==> config.mk <==
export PLATFORM = sky130hd
export DESIGN_NAME = ram_port_arbiter
export DESIGN_NICKNAME = d
export VERILOG_FILES = /design/src/rtl/ram_port_arbiter_pkg.sv /design/src/rtl/rr_arbiter_core.sv /design/src/rtl/ram_port_arbiter.sv
export SDC_FILE = /design/constraint.sdc
export NUM_CORES = 1
export LEC_CHECK = 0
export ABC_AREA = 0
export CAP_MARGIN = 20
export CORE_ASPECT_RATIO = 1.2
export CORE_MARGIN = 1.5
export CORE_UTILIZATION = 42
export DETAILED_ROUTE_END_ITERATION = 10
export PLACE_DENSITY = 0.86
export SETUP_SLACK_MARGIN = 0.2
export SLEW_MARGIN = 10
export SYNTH_ARGS = -nofsm -noshare
export SYNTH_HDL_FRONTEND = slang
export SYNTH_SLANG_ARGS = --single-unit
==> constraint.sdc <==
create_clock -name i_clk -period 3.11 [get_ports i_clk]
set_input_delay 0.622 -clock i_clk [delete_from_list [all_inputs] [get_ports i_clk]]
set_output_delay 0.622 -clock i_clk [all_outputs]
set_load 0.03 [all_outputs]
==> src/rtl/ram_port_arbiter_pkg.sv <==
// Shared types and helpers for the RAM port arbiter and its round-robin core.
// The read-tag record is sized for the largest supported requester count.
package ram_port_arbiter_pkg;

   localparam int MAX_N_REQ = 8;
   localparam int MAX_IDX_W = $clog2(MAX_N_REQ);

   function automatic int idx_width(input int n);
      return (n < 2) ? 1 : $clog2(n);
   endfunction

   typedef struct packed {
      logic                 valid;
      logic [MAX_IDX_W-1:0] idx;
   } rd_tag_t;

endpackage

==> src/rtl/rr_arbiter_core.sv <==
// Round-robin arbiter: combinational one-hot grant, searching cyclically from
// a registered pointer that moves just past the last winner.
module rr_arbiter_core
   import ram_port_arbiter_pkg::*;
#(
   parameter  int N_REQ = 2,
   localparam int IDX_W = idx_width(N_REQ)
) (
   input  logic             i_clk,
   input  logic             i_async_rst_n,
   input  logic [N_REQ-1:0] i_req,
   output logic [N_REQ-1:0] o_gnt,
   output logic [IDX_W-1:0] o_gnt_idx
);

   logic [IDX_W-1:0] ptr_q;
   logic [IDX_W-1:0] cand;
   logic             found;

   always_comb begin
      o_gnt     = '0;
      o_gnt_idx = '0;
      found     = 1'b0;
      cand      = '0;
      for (int i = 0; i < N_REQ; i++) begin
         cand = IDX_W'((int'(ptr_q) + i) % N_REQ);
         if (!found && i_req[cand]) begin
            found       = 1'b1;
            o_gnt[cand] = 1'b1;
            o_gnt_idx   = cand;
         end
      end
   end

   always_ff @(posedge i_clk or negedge i_async_rst_n) begin
      if (!i_async_rst_n) begin
         ptr_q <= '0;
      end else if (found) begin
         ptr_q <= (o_gnt_idx == IDX_W'(N_REQ - 1)) ? '0 : o_gnt_idx + IDX_W'(1);
      end
   end

endmodule

==> src/rtl/ram_port_arbiter.sv <==
// Shares one single-port RAM between N_REQ requesters: round-robin grant,
// registered RAM command, and a tag pipeline steering read returns.
module ram_port_arbiter
   import ram_port_arbiter_pkg::*;
#(
   parameter int WORD_BIT_WIDTH      = 32,
   parameter int WORD_ADDR_BIT_WIDTH = 3,
   parameter int N_REQ               = 2,
   parameter int RAM_RD_LATENCY      = 2
) (
   input  logic                                  i_clk,
   input  logic                                  i_async_rst_n,
   input  logic [N_REQ-1:0]                      i_req,
   input  logic [N_REQ-1:0]                      i_we,
   input  logic [N_REQ*WORD_ADDR_BIT_WIDTH-1:0]  i_word_addr,
   input  logic [N_REQ*WORD_BIT_WIDTH-1:0]       i_wr_data,
   input  logic [N_REQ*WORD_BIT_WIDTH/8-1:0]     i_wr_byte_en,
   output logic [N_REQ-1:0]                      o_gnt,
   output logic [N_REQ-1:0]                      o_rd_valid,
   output logic [WORD_BIT_WIDTH-1:0]             o_rd_data,
   output logic                                  o_ram_we,
   output logic [WORD_ADDR_BIT_WIDTH-1:0]        o_ram_word_addr,
   output logic [WORD_BIT_WIDTH-1:0]             o_ram_wr_data,
   output logic [WORD_BIT_WIDTH/8-1:0]           o_ram_wr_byte_en,
   input  logic [WORD_BIT_WIDTH-1:0]             i_ram_rd_data
);

   localparam int W     = WORD_BIT_WIDTH;
   localparam int AW    = WORD_ADDR_BIT_WIDTH;
   localparam int BE_W  = WORD_BIT_WIDTH / 8;
   localparam int IDX_W = idx_width(N_REQ);

   if (WORD_BIT_WIDTH < 8 || (WORD_BIT_WIDTH & (WORD_BIT_WIDTH - 1)) != 0) begin : g_bad_word_width
      $error("WORD_BIT_WIDTH must be a power of 2 and at least 8");
   end
   if (N_REQ < 2 || N_REQ > MAX_N_REQ) begin : g_bad_n_req
      $error("N_REQ must be in 2..8");
   end
   if (RAM_RD_LATENCY < 1) begin : g_bad_latency
      $error("RAM_RD_LATENCY must be at least 1");
   end

   logic [N_REQ-1:0] gnt;
   logic [IDX_W-1:0] gnt_idx;
   logic             any_gnt;

   rr_arbiter_core #(.N_REQ(N_REQ)) u_arb (
      .i_clk         (i_clk),
      .i_async_rst_n (i_async_rst_n),
      .i_req         (i_req),
      .o_gnt         (gnt),
      .o_gnt_idx     (gnt_idx)
   );

   assign o_gnt   = gnt;
   assign any_gnt = |gnt;

   logic            sel_we;
   logic [AW-1:0]   sel_addr;
   logic [W-1:0]    sel_data;
   logic [BE_W-1:0] sel_be;

   always_comb begin
      sel_we   = i_we[gnt_idx];
      sel_addr = i_word_addr[int'(gnt_idx)*AW +: AW];
      sel_data = i_wr_data[int'(gnt_idx)*W +: W];
      sel_be   = i_wr_byte_en[int'(gnt_idx)*BE_W +: BE_W];
   end

   // Address and data hold when idle; only we/byte_en are forced inactive.
   always_ff @(posedge i_clk or negedge i_async_rst_n) begin
      if (!i_async_rst_n) begin
         o_ram_we         <= 1'b0;
         o_ram_word_addr  <= '0;
         o_ram_wr_data    <= '0;
         o_ram_wr_byte_en <= '0;
      end else if (any_gnt) begin
         o_ram_we         <= sel_we;
         o_ram_word_addr  <= sel_addr;
         o_ram_wr_data    <= sel_data;
         o_ram_wr_byte_en <= sel_be;
      end else begin
         o_ram_we         <= 1'b0;
         o_ram_wr_byte_en <= '0;
      end
   end

   // Tags travel RAM_RD_LATENCY stages, then the output register is the last
   // stage, so a read granted at T returns at T+1+RAM_RD_LATENCY.
   rd_tag_t          tag_q [RAM_RD_LATENCY];
   rd_tag_t          tag_d;
   rd_tag_t          tag_last;
   logic [N_REQ-1:0] rd_valid_d;
   logic             tag_idx_unused;

   always_comb begin
      tag_d       = '0;
      tag_d.valid = any_gnt & ~sel_we;
      tag_d.idx   = MAX_IDX_W'(gnt_idx);
   end

   assign tag_last       = tag_q[RAM_RD_LATENCY-1];
   assign tag_idx_unused = ^tag_last.idx;

   always_comb begin
      rd_valid_d = '0;
      if (tag_last.valid) begin
         rd_valid_d[tag_last.idx[IDX_W-1:0]] = 1'b1;
      end
   end

   always_ff @(posedge i_clk or negedge i_async_rst_n) begin
      if (!i_async_rst_n) begin
         for (int i = 0; i < RAM_RD_LATENCY; i++) begin
            tag_q[i] <= '0;
         end
         o_rd_valid <= '0;
         o_rd_data  <= '0;
      end else begin
         tag_q[0] <= tag_d;
         for (int i = 1; i < RAM_RD_LATENCY; i++) begin
            tag_q[i] <= tag_q[i-1];
         end
         o_rd_valid <= rd_valid_d;
         if (tag_last.valid) begin
            o_rd_data <= i_ram_rd_data;
         end
      end
   end

endmodule

Word-level counts from Yosys, hierarchy flattened
Index checks and enable logic that the tools add are counted.

Output and inout bits: 76. Logic and storage cells: 55. Bits in registers: 79. Input bits: 116.

$mul: 1. Reductions and logical operators: 6. Order comparisons: 7. Shift-type cells: 3. Add/subtract/negate cells: 2. Bitwise gates (word level): 3. Multiplexer cells: 22.

Operators with widths (count): $shiftx 64x7->32 (1); $mux 1 (15); $lt 1x2->1 const B (4); $shiftx 8x4->4 (1); $mux 2 (3); $shiftx 6x4->3 (1); $logic_and 1x1->1 (4); $mux 4 (1); $demux 1 s1 (3); $ge 1x1->1 const B (3); $mul 1x2->3 const B (1); $add 1x1->1 const B (2); $or 2x2->2 (1); $reduce_or 2->1 (1); $and 1x1->1 (1); $logic_not 1->1 (1); $not 1->1 (1).

Depth between registers and ports, before layout
Word-level depth: 10. Depth in mapped cells: 7. Gate-level depth less buffers: 4.

Hierarchy
From an unflattened synthesis, not the netlist that was laid out.

Cells, all modules: 258. Area total of the unflattened synthesis: 3424.5 µm².

By module, submodules not included: ram_port_arbiter (area an instance 3354.5 µm², cells each 251, sequential area each 1951.9 µm², instances 1); rr_arbiter_core (area an instance 70.1 µm², cells each 7, sequential area each 25.0 µm², instances 1).

Worst setup path before layout
OpenSTA, ideal clock, no wires.

Path type: input to output. Start: input i_req[0]. End: output o_gnt[0]. Arrival time: 1.329 ns. Path buffers: 2. Path slack: 1.159 ns. Data required time: 2.488 ns. Cell stages on the path: 3. Path through: buf_6 > buf_6 > a21boi_2.

Longest elaborated chain between the ends: 6.

Ends and longest elaborated chain: start: declaration (line ram_port_arbiter.sv:13) `input logic [N_REQ-1:0] i_req,`; $mux 1 (implied by the code) (2 in a row) (line rr_arbiter_core.sv:27) `if (!found && i_req[cand]) begin`; $mux 1 (line rr_arbiter_core.sv:27); $logic_not 1->1 (line rr_arbiter_core.sv:27); $logic_and 1x1->1 (line rr_arbiter_core.sv:27); $mux 2 * (line rr_arbiter_core.sv:27); end: declaration (line ram_port_arbiter.sv:18) `output logic [N_REQ-1:0] o_gnt,`.

Mark *: on every way between the ends. The rest lies on a longest branch, timed or not. The select of a mux whose other input is x is not followed.

Final worst setup path
Start: input i_req[1]. End: output o_gnt[1].

Same word-level chain as after synthesis.

==> results.txt <==
By area the synthesized netlist is led by dfrtp_1 57%, mux2_2 22%, o22ai_1 6.4%, a21oi_1 5.0%, inv_1 4.1%. Adding up every negative setup slack in the final design gives 0 ns. The worst hold path class is in2async. The mean post-synth cell area came out at 12.19 um2. The DRC violation count after routing came out at 0. The starting utilization of the core area is 43.13%.

The number of buffers created by CTS came out at 9. The sequential cell area came out at 1977 um2. For this run, the leading register cell type out of synthesis is dfrtp_1. Yosys mapped a number of flops with a built-in enable equal to 0.

The leakage dissipation is 0.002437 uW. The area of the mapped netlist is 3497 um2. The via count of the first global-routing pass came to 2997. The maximum clock path buffer count came out at 2.

In this run, distinct cell masters in the synthesized netlist total 17. The tightest hold margin is 0.1137 ns. The number of inserted filler cells in the final layout came out at 571. The initial antenna violation count came out at 0. The first element of the critical path is i_req[1]. The number of core rows came out at 36. The residual overflow from global routing came out at 0. The filler-free cell count of the finished design came out at 574. The peak supply drop is 0.0003256 V. The largest fanout on the critical path came out at 3.

The floorplan die height is 103.0 um. The power density of the placed cells is 587.8 nW/um2. The top cell type's share of synthesized area is 56.53%. The post-CTS clock slew at the launch and capture registers of the worst setup and hold paths is 0.08 ns. Clock latency on the worst-skew pair, taken at its later pin, is 0.35 ns. The count of port buffers added during placement is 191. Subtracting the final worst setup slack from the clock period gives 2.631 ns. The diode insertion count for antenna repair is 0. In this run the horizontal extent of the chip is 86.30 um. The number of levels in the clock H-tree came out at 3. Setup repair after global routing left no endpoint under its margin. After layout, the worst setup slack is 0.4787 ns. The final critical-path share of the clock period is 84.61%. Measured against its own limit, the worst slew margin works out to 53.41%. The overall via count from detail_route came out at 2945. The iteration count of the initial detailed-routing pass came out at 4. The maximum clock rate is 380.0 MHz.

The number of setup violations in the final report is 0. The type of element launching the critical path is an input port. The final antenna-violating net count is 0. The first-pass GRT wire length is 14760 um. In this run the post-CTS setup repair buffer count came out at 0. The overall fraction of global-route tracks in use is 22.00%. The largest net degree at the start of global routing came out at 80. The fraction of registers with async set/reset came out at 100.0%.

The area of the placeable core is 8108 um2. The count of pins over their slew limit came out at 0. OpenSTA, run right after detailed placement, puts the worst setup slack at 0.4685 ns.

The biggest area contributor in the post-synthesis netlist is dfrtp_1. The congestion estimate from routability-driven global placement came to 0.7646. The register bit count reported by yosys is 79. Data on the critical path is required at its endpoint by 2.49 ns.

The total placed cells including tap cells came out at 557. The number of nets at the end of the flow is 590. The cell count after synthesis came out at 287.

The final wirelength is 9516 um. The number of endpoints with negative hold slack in the final report is 0. The count of boundary I/O pins came out at 192. The most frequently used cell type in the post-synthesis netlist is dfrtp_1. In this run the clock root is driven by a clkbuf_8. The critical path in this run is classified as in2out. The number of violations of the max-capacitance limit is 0. The clock skew after layout came out at 0.01013 ns.

The worst flop-to-flop path startpoint is u_arb.ptr_q. The number of nets in the synthesized netlist is 403. The flow ran to the end, and the final reports show no timing, DRC or antenna violations. By count the netlist is led by 79 x dfrtp_1, 67 x mux2_2, 38 x inv_1.

The clock sink total is 79. In the final routed layout, each cell accounts on average for 16.58 um. The transition time at the pin with the least slew margin is 0.6978 ns. The via density per instance came out at 5.131. The arrival time at the worst endpoint came out at 2.01 ns. The initial DRC count is 69. The number of gates resized after CTS was 0. The synthesis-to-finish area growth is 63.04%. For this run, the number of Yosys warnings is 0.

The multi-input combinational cells in the finished layout cover a total of 1245 um2. The total half-perimeter wirelength after legalization and detailed placement is 6906 um. The number of hold buffers added after CTS is 0.

The floorplan die area came out at 8885 um2. The endpoint kind of the worst setup timing path is a primary output. The sequential area share after synthesis came out at 56.53%.

The layout cell share with drive strength beyond 1 came out at 19.62%. The clock tree from TritonCTS is yes.
metrics by stage:
stage	area (um2)	power [uW]	util, %
finish	5702	3352	70.32
global route	5702	3511	70.32
CTS	5674	3369	69.98
detailed placement	5419	2425	66.84
global placement	5419	2395	66.84
floorplan	3497	1878	-
worst max-delay path: stages:
cell and delay [ns]:
clkdlybuf4s50_1 0.59, nand2_4 0.08, inv_1 0.06, clkdlybuf4s50_1 0.66
layout by cell type, fill, tap and decap left out, types with 3 or more instances in the layout:
| cell type | count |
|---|---|
| inv_1 | 38 |
| buf_4 | 6 |
| dfrtp_1 | 79 |
| a22o_1 | 5 |
| clkbuf_8 | 11 |
| mux2_2 | 67 |
| bufinv_16 | 3 |
| o22ai_1 | 36 |
| clkdlybuf4s50_1 | 188 |
| a21oi_1 | 35 |
metal layers:
layer | GRT usage, % | routed length, um
met3 | 8.407 | 815
met1 | 25.26 | 3584
met4 | 8.933 | 263
met2 | 37.19 | 4853
met5 | 0 | 0
kinds of logic (layout without fill, tap and decap cells):
logic type,Yosys count,in the layout,synth area share [%]
DFF,79,79,56.53
AOI/OAI and AO/OA,78,78,13.17
muxes,67,67,21.57
buffers and inverters,59,251,7.871
and+or+nand+nor,4,4,0.8590
sequential cells by signal, indices dropped and copies added, names as in the netlist:
register          flops
u_arb.ptr_q           1
o_rd_data            32
o_ram_word_addr       3
o_rd_valid            2
tag_last              2
o_ram_wr_byte_en      4
o_ram_we              1
o_ram_wr_data        32
tag_q                 2
final cells by class:
class / count / share of cell area, %
Sequential cell: 79 / 34.67
Timing Repair Buffer: 196 / 34.36
Multi-Input combinational cell: 149 / 21.83
Clock buffer: 11 / 2.655
Inverter: 39 / 2.567
Tap cell: 95 / 2.085
Clock inverter: 5 / 1.821
worst paths after layout:
kind	endpoint	slack, ns	cells after the start
min in group i_clk	tag_last[3]	0.36	0
max in group asynchronous	o_rd_data[22]	2.41	2
max	o_gnt[1]	0.48	4
max reg2reg	o_ram_wr_byte_en[2]	1.60	4
min	o_ram_wr_data[22]	0.11	1
min reg2reg	tag_last[3]	0.36	0
power by group:
group / switching, uW / leakage (uW) / internal, uW
Sequential: 78.1 / 0.000926 / 1180
Combinational: 581 / 0.00138 / 558
Clock: 374 / 0.000130 / 577
Note: power is estimated with default switching activity, not from simulation.
